**src/rtl/imu_sample_sequencer.sv**
```systemverilog
`default_nettype none
// ============================================================================
// Module   : imu_sample_sequencer
// Brief    : Periodically requests a 14-byte IMU register burst from the bus
//            master, assembles big-endian signed words and publishes them to
//            the tilt filter with a one-cycle data_ready strobe. Tracks bus
//            timeouts and dropped sample ticks.
// Revision : 1.0 - initial release
// ============================================================================
module imu_sample_sequencer #(
    parameter int         SAMPLE_DIV = 8890,
    parameter int         TIMEOUT    = 4096,
    parameter logic [7:0] START_ADDR = 8'h3B,
    parameter int         BURST_LEN  = 14
) (
    input  logic               clk,
    input  logic               n_rst,
    input  logic               enable,
    output logic               rd_req,
    output logic [7:0]         rd_addr,
    output logic [3:0]         rd_len,
    input  logic               rd_ack,
    input  logic               rx_valid,
    input  logic [7:0]         rx_byte,
    output logic signed [15:0] accel_x_raw,
    output logic signed [15:0] accel_y_raw,
    output logic signed [15:0] accel_z_raw,
    output logic signed [15:0] gyro_x_raw,
    output logic signed [15:0] gyro_y_raw,
    output logic signed [15:0] gyro_z_raw,
    output logic signed [15:0] temp_raw,
    output logic               data_ready,
    output logic               timeout_err,
    output logic               overrun,
    output logic [7:0]         err_count
);

    localparam logic [19:0] c_tick_last = 20'(SAMPLE_DIV - 1);
    // Abort is decided one cycle early so the strobe lands on the cycle the
    // timeout counter reaches TIMEOUT-1.
    localparam logic [15:0] c_to_last   = 16'(TIMEOUT - 2);
    localparam logic [3:0]  c_last_idx  = 4'(BURST_LEN - 1);
    localparam logic [3:0]  c_len       = 4'(BURST_LEN);

    localparam logic [1:0] c_st_idle    = 2'd0;
    localparam logic [1:0] c_st_req     = 2'd1;
    localparam logic [1:0] c_st_recv    = 2'd2;
    localparam logic [1:0] c_st_publish = 2'd3;

    logic [1:0]         r_state;
    logic [19:0]        r_tick_cnt;
    logic [15:0]        r_to_cnt;
    logic [3:0]         r_idx;
    logic [7:0]         r_shadow [0:BURST_LEN-2];
    logic               r_rd_req;
    logic [7:0]         r_rd_addr;
    logic [3:0]         r_rd_len;
    logic signed [15:0] r_accel_x;
    logic signed [15:0] r_accel_y;
    logic signed [15:0] r_accel_z;
    logic signed [15:0] r_gyro_x;
    logic signed [15:0] r_gyro_y;
    logic signed [15:0] r_gyro_z;
    logic signed [15:0] r_temp;
    logic               r_data_ready;
    logic               r_timeout_err;
    logic               r_overrun;
    logic [7:0]         r_err_count;

    logic               w_tick;

    assign w_tick = enable && (r_tick_cnt == c_tick_last);

    // Free-running sample period counter, parked at zero while disabled
    always_ff @(posedge clk or negedge n_rst) begin
        if (!n_rst) begin
            r_tick_cnt <= '0;
        end else if (!enable) begin
            r_tick_cnt <= '0;
        end else if (r_tick_cnt == c_tick_last) begin
            r_tick_cnt <= '0;
        end else begin
            r_tick_cnt <= r_tick_cnt + 20'd1;
        end
    end

    // Burst sequencer: request, collect bytes into shadow, publish, or abort
    always_ff @(posedge clk or negedge n_rst) begin
        if (!n_rst) begin
            r_state       <= c_st_idle;
            r_to_cnt      <= '0;
            r_idx         <= '0;
            for (int i = 0; i < BURST_LEN - 1; i++) begin
                r_shadow[i] <= '0;
            end
            r_rd_req      <= 1'b0;
            r_rd_addr     <= '0;
            r_rd_len      <= '0;
            r_accel_x     <= '0;
            r_accel_y     <= '0;
            r_accel_z     <= '0;
            r_gyro_x      <= '0;
            r_gyro_y      <= '0;
            r_gyro_z      <= '0;
            r_temp        <= '0;
            r_data_ready  <= 1'b0;
            r_timeout_err <= 1'b0;
            r_overrun     <= 1'b0;
            r_err_count   <= '0;
        end else begin
            r_data_ready  <= 1'b0;
            r_timeout_err <= 1'b0;
            // Any tick seen outside IDLE (including the PUBLISH exit cycle) is lost
            r_overrun     <= w_tick && (r_state != c_st_idle);

            case (r_state)
                c_st_idle: begin
                    if (w_tick) begin
                        r_state   <= c_st_req;
                        r_rd_req  <= 1'b1;
                        r_rd_addr <= START_ADDR;
                        r_rd_len  <= c_len;
                        r_to_cnt  <= '0;
                    end
                end

                c_st_req: begin
                    if (r_to_cnt == c_to_last) begin
                        r_state       <= c_st_idle;
                        r_rd_req      <= 1'b0;
                        r_rd_addr     <= '0;
                        r_rd_len      <= '0;
                        r_idx         <= '0;
                        r_timeout_err <= 1'b1;
                        if (r_err_count != 8'hFF) begin
                            r_err_count <= r_err_count + 8'd1;
                        end
                    end else begin
                        r_to_cnt <= r_to_cnt + 16'd1;
                        if (rd_ack) begin
                            r_state   <= c_st_recv;
                            r_idx     <= '0;
                            r_rd_req  <= 1'b0;
                            r_rd_addr <= '0;
                            r_rd_len  <= '0;
                        end
                    end
                end

                c_st_recv: begin
                    // Final byte has priority over a coincident timeout
                    if (rx_valid && (r_idx == c_last_idx)) begin
                        r_state      <= c_st_publish;
                        r_data_ready <= 1'b1;
                        r_idx        <= '0;
                        r_accel_x    <= {r_shadow[0],  r_shadow[1]};
                        r_accel_y    <= {r_shadow[2],  r_shadow[3]};
                        r_accel_z    <= {r_shadow[4],  r_shadow[5]};
                        r_temp       <= {r_shadow[6],  r_shadow[7]};
                        r_gyro_x     <= {r_shadow[8],  r_shadow[9]};
                        r_gyro_y     <= {r_shadow[10], r_shadow[11]};
                        r_gyro_z     <= {r_shadow[12], rx_byte};
                    end else if (r_to_cnt == c_to_last) begin
                        r_state       <= c_st_idle;
                        r_idx         <= '0;
                        r_timeout_err <= 1'b1;
                        if (r_err_count != 8'hFF) begin
                            r_err_count <= r_err_count + 8'd1;
                        end
                    end else begin
                        r_to_cnt <= r_to_cnt + 16'd1;
                        if (rx_valid) begin
                            r_shadow[r_idx] <= rx_byte;
                            r_idx           <= r_idx + 4'd1;
                        end
                    end
                end

                c_st_publish: begin
                    r_state <= c_st_idle;
                end

                default: begin
                    r_state <= c_st_idle;
                end
            endcase
        end
    end

    assign rd_req      = r_rd_req;
    assign rd_addr     = r_rd_addr;
    assign rd_len      = r_rd_len;
    assign accel_x_raw = r_accel_x;
    assign accel_y_raw = r_accel_y;
    assign accel_z_raw = r_accel_z;
    assign gyro_x_raw  = r_gyro_x;
    assign gyro_y_raw  = r_gyro_y;
    assign gyro_z_raw  = r_gyro_z;
    assign temp_raw    = r_temp;
    assign data_ready  = r_data_ready;
    assign timeout_err = r_timeout_err;
    assign overrun     = r_overrun;
    assign err_count   = r_err_count;

endmodule
`default_nettype wire

```
**config.mk**
```make
export PLATFORM = sky130hd
export DESIGN_NAME = imu_sample_sequencer
export DESIGN_NICKNAME = d
export VERILOG_FILES = /design/src/rtl/imu_sample_sequencer.sv
export SDC_FILE = /design/constraint.sdc
export NUM_CORES = 1
export LEC_CHECK = 0
export BUFFER_PORTS_ARGS = -buffer_cell sky130_fd_sc_hd__buf_4
export CAP_MARGIN = 15
export CORE_UTILIZATION = 40
export DETAILED_ROUTE_END_ITERATION = 16
export GPL_ROUTABILITY_DRIVEN = 0
export SLEW_MARGIN = 10
export SYNTH_ARGS = -nofsm -noshare
export SYNTH_HDL_FRONTEND = slang
export SYNTH_SLANG_ARGS = --single-unit
export TNS_END_PERCENT = 1
```
**constraint.sdc**
```tcl
create_clock -name clk -period 2.8 [get_ports clk]
set_clock_uncertainty 0.05 [all_clocks]
set_input_delay 0.28 -clock clk [delete_from_list [all_inputs] [get_ports clk]]
set_output_delay 0.28 -clock clk [all_outputs]
set_load 0.03 [all_outputs]
```
# After elaboration in Yosys (flattened, before gate mapping)
# Index checks and enable logic that the tools add are counted.
# word_totals
reg_bits,282
# classes
addsub,4
n_lt_le_gt_ge,2
n_eq_ne,12
n_mux,40
n_bitwise,3
reduce_logical,16
# op_table
operator,n
$bwmux 104,1
$mux 8,7
$mux 16,3
$pmux 16 s3,1
$mux 20,2
$demux 8 s4,1
$pmux 8 s2,2
$mux 4,6
$add 20x1->20 const B,1
$eq 20x14->1 const B,1
$add 16x1->16 const B,1
$eq 16x12->1 const B,1
$pmux 4 s2,2
$reduce_and 3->1,4
$mux 2,5
$add 8x1->8 const B,1
$ne 8x8->1 const B,1
$pmux 2 s4,1
$mux 1,7
$ne 3x3->1 const B,2
$reduce_bool 2->1,3
$ge 5x5->1 const B,1
$lt 5x1->1 const B,1
$not 4->5,1
13 further kinds,21

# Depth between registers and ports, before layout
# depth
ltp_word,6
ltp_mapped,9
ltp_nobuf,8

# Least setup slack after synthesis
# Ideal clock, no wire load.
# synth_path
kind,flip-flop to flip-flop
startpoint,register r_to_cnt[12]
endpoint,register r_shadow[16] in the netlist's numbering
t_arrival_ns,2.057
slack_ns,0.568
path_stages_with_launch,9
synth_period_minus_slack_ns,2.232
path_cell_list,dfrtp_1 buf_6 or3_4 nor4_4 nor3_2 buf_6 and3_4 buf_6 mux2_4
# synth_between
elab_chain_len,3
# synth_lines
element,line,text
"start, declared",52,logic [15:0] r_to_cnt;
"start signal, assigned",139,r_to_cnt <= r_to_cnt + 16'd1;
"start signal, assigned",171,r_to_cnt <= r_to_cnt + 16'd1;
$eq 16x12->1,163,end else if (r_to_cnt == c_to_last) begin
$not 1->1 (no line),--,
$reduce_and 4->1 (no line),--,
"end signal, assigned by index",173,r_shadow[r_idx] <= rx_byte;
"end, declared",54,logic [7:0] r_shadow [0:BURST_LEN-2];
# No other way between the ends.
# A chain may end at the register's enable or synchronous reset.

# Worst setup path after layout
# layout_path
startpoint,register r_to_cnt[12]
endpoint,register r_shadow[30] in the netlist's numbering
# Same word-level chain as after synthesis.

==> impl_metrics.ini <==
[status]
status = finished clean

[critical_path]
worstSetupEndpointType = flip-flop
path_max_fanout = 9
startpoint_type = flip-flop
slowest_stage = or4_1
critical_path_buf_inv_count = 0
cpLargestDelayFamily = simple AND/OR/NAND/NOR gates
crit_arrival_ns = 2.90
path_class = flip-flop to flip-flop
critPathMaxStageDelay_ns = 0.67
crit_path_cell_trace = or3_4, or4_1, and3_1, mux2_4
required_ns = 3.20

[clock_network]
postCtsSetupBuffers = 0
cts_tree = built
postCtsHoldBufs = 2
numCtsBuffers = 30
insertion_delay_ns = 0.56
path_clk_slew_ns = 0.06
root_buffer = clkbuf_16
htreeDepth = 1
cts.sinks = 270
cts-resized-gates = 0
clockBufferDepth = 3

[yosys]
yosysWarnings = 0
synth.avg_cell_area_um2 = 11.0
synth_cell_types = 56
syn_inst = 1049
synth_seq_area_share = 0.585
synthFlopType = dfrtp_1
synth-edff-count = 0
syn_area_um2 = 11600
ys_async_sr_fraction = 1.00
synth_seq_cells = 270

[floorplan]
num_io_pins = 149
core_area_um2 = 28100
die_x_um = 172
fp-row-count = 61
fp.dieH_um = 172
dieArea_um2 = 29600
start_util = 0.411

[detailed_routing]
vias_per_cell = 4.96
vias = 7868
wl_per_cell_um = 16.7
drtPass1Iterations = 5
drt_iter0_drc = 558
drcViolationCount = 0
antenna_left = 0
wl_mm = 26.5

[grt]
grt_overflow_total = 0
grt_start_max_net_pins = 68
antenna_found_initial = 0
grtUsageTotal = 0.185
grt_pass1_vias = 7725
grt_first_pass_wirelength_mm = 42.8

[final_layout]
layout.nets = 1212
final_cell_mix = nand2_1 (356), dfrtp_1 (270), buf_4 (163)
post-route-util = 0.498
diodes = 0
drive_above_1_share = 0.275
finish.instance_area_um2 = 14000
syn2layout_area_growth_pct = 21.0
final_common_cell = nand2_1

[timing]
drv_slew = 0
maxSlewHeadroom = 0.545
tightest_slew_ns = 0.677
finalSetupTns_ns = 0
rsz0062_at_grt = false
setup-violations-final = 0
max_freq_ghz = 0.399
hold_violations = 0
fin_ws_ns = 0.294
period_minus_slack_ns = 2.51
fin_crit_sh = 0.895

[job]
max_cap_viol_count = 0

[placement]
port_buffers = 144
dp_hpwl_mm = 17.2
placed_cell_area_um2 = 13000
dp_slack_ns = 0.323

[min_path]
hold_path.class = input pin to flip-flop

[pwr]
power_mw = 7.89
leakagePower_nw = 7.29
power.density_nw_per_um2 = 565
worst_ir_drop_vdd_uv = 370
## where the power goes
group | internal [mW] | total (mW) | switching, mW | leakage (nW)
registers | 3.91 | 3.91 | 0.00406 | 3.71
clock network | 2.25 | 3.81 | 1.57 | 0.471
logic | 0.0321 | 0.170 | 0.137 | 3.11
## per-stage QoR
stage	hold WS, ns	instances
floorplan	-0.0656	1052
global placement	0.232	1529
detailed placement	0.236	1529
CTS	0.0139	1585
global route	0.0258	1585
finish	0.0268	1585
## tightest hold or removal path, delay by kind of cell
family / cells / cell delay, ns
buffers and inverters: 1 / 0.19
AND/OR/NAND/NOR: 2 / 0.12
## registers in the layout (all words and copies together), names as in the netlist, 16 cells and up
register / cells
gyro_z_raw: 16
accel_z_raw: 16
r_tick_cnt: 20
temp_raw: 16
r_shadow: 104
gyro_y_raw: 16
accel_y_raw: 16
accel_x_raw: 16
r_to_cnt: 16
gyro_x_raw: 16
## cells by family (layout without fill, tap and decap cells)
family | after synthesis | in the layout | share of synthesized area
other | 1 | 4 | 0.000325
DFF | 270 | 270 | 0.585
adders and majority gates | 14 | 14 | 0.0152
buffers and inverters | 83 | 238 | 0.0374
xor gates and xnor gates | 24 | 24 | 0.0182
AOI/OAI and AO/OA | 71 | 71 | 0.0416
muxes | 105 | 105 | 0.121
and+or+nand+nor | 481 | 481 | 0.182
## cell usage after synthesis, types with 2 or more instances
| library cell | count | area (um^2) |
|---|---|---|
| nor2b_1 | 2 | 12.5 |
| xor2_1 | 19 | 166 |
| nor4_1 | 2 | 12.5 |
| o21a_1 | 3 | 22.5 |
| a41oi_1 | 4 | 35.0 |
| and4_1 | 6 | 52.6 |
| and3_1 | 9 | 56.3 |
| nand4b_1 | 4 | 35.0 |
| o2bb2ai_1 | 2 | 17.5 |
| nor2_1 | 36 | 135 |
| nand3_1 | 20 | 100 |
| nand4_1 | 17 | 106 |
| a21oi_1 | 7 | 35.0 |
| inv_1 | 13 | 48.8 |
| nand2_1 | 356 | 1340 |
| buf_4 | 12 | 90.1 |
| ha_1 | 14 | 175 |
| nor3b_1 | 2 | 15.0 |
| buf_1 | 5 | 18.8 |
| o41ai_1 | 5 | 43.8 |
| buf_6 | 9 | 101 |
| nor4b_1 | 2 | 17.5 |
| dfrtp_1 | 270 | 6760 |
| o31ai_1 | 19 | 143 |
| nor3_1 | 5 | 25.0 |
| a31oi_1 | 5 | 31.3 |
| or4_1 | 2 | 15.0 |
| buf_2 | 6 | 30.0 |
| mux2_2 | 49 | 552 |
| clkbuf_1 | 37 | 139 |
| xnor2_1 | 5 | 43.8 |
| o21ai_0 | 18 | 90.1 |
| nand3_2 | 4 | 40.0 |
| and3_4 | 3 | 33.8 |
| mux2_4 | 56 | 841 |
## layer usage
| metal | routed length, um | up-vias | track usage |
|---|---|---|---|
| met2 | 12400 | 176 | 0.297 |
| met1 | 12500 | 3892 | 0.263 |
| met3 | 1030 | 43 | 0.0263 |
| met4 | 537 | 0 | 0.0477 |
| met5 | 0 | - | 0 |
| li1 | - | 3757 | - |
## area by class of cell
type                       instances  area [um^2]
fill                            2615        14100
sequential                       270         6760
multi-input combinational        699         4390
timing repair buffer             170         1340
clock buffer                      43          830
tap                              378          473
clock inverter                    11          136
inverter                          14         55.1
## final timing paths
check | startpoint | end | slack, ns | cells past startpoint
setup / recovery | r_to_cnt[12]$_DFFE_PN0P_ | r_shadow[30]$_DFFE_PN0P_ | 0.29 | 4
hold / removal | rx_byte[7] | gyro_z_raw[7]$_DFFE_PN0P_ | 0.03 | 3
setup reg to reg | r_to_cnt[12]$_DFFE_PN0P_ | r_shadow[30]$_DFFE_PN0P_ | 0.29 | 4
hold reg to reg | r_shadow[89]$_DFFE_PN0P_ | accel_x_raw[1]$_DFFE_PN0P_ | 0.41 | 2
max in group asynchronous | n_rst | r_shadow[66]$_DFFE_PN0P_ | 1.64 | 3
min in group asynchronous | n_rst | err_count[5]$_DFFE_PN0P_ | 0.22 | 2
No activity file was read; power rests on OpenSTA's default activity.
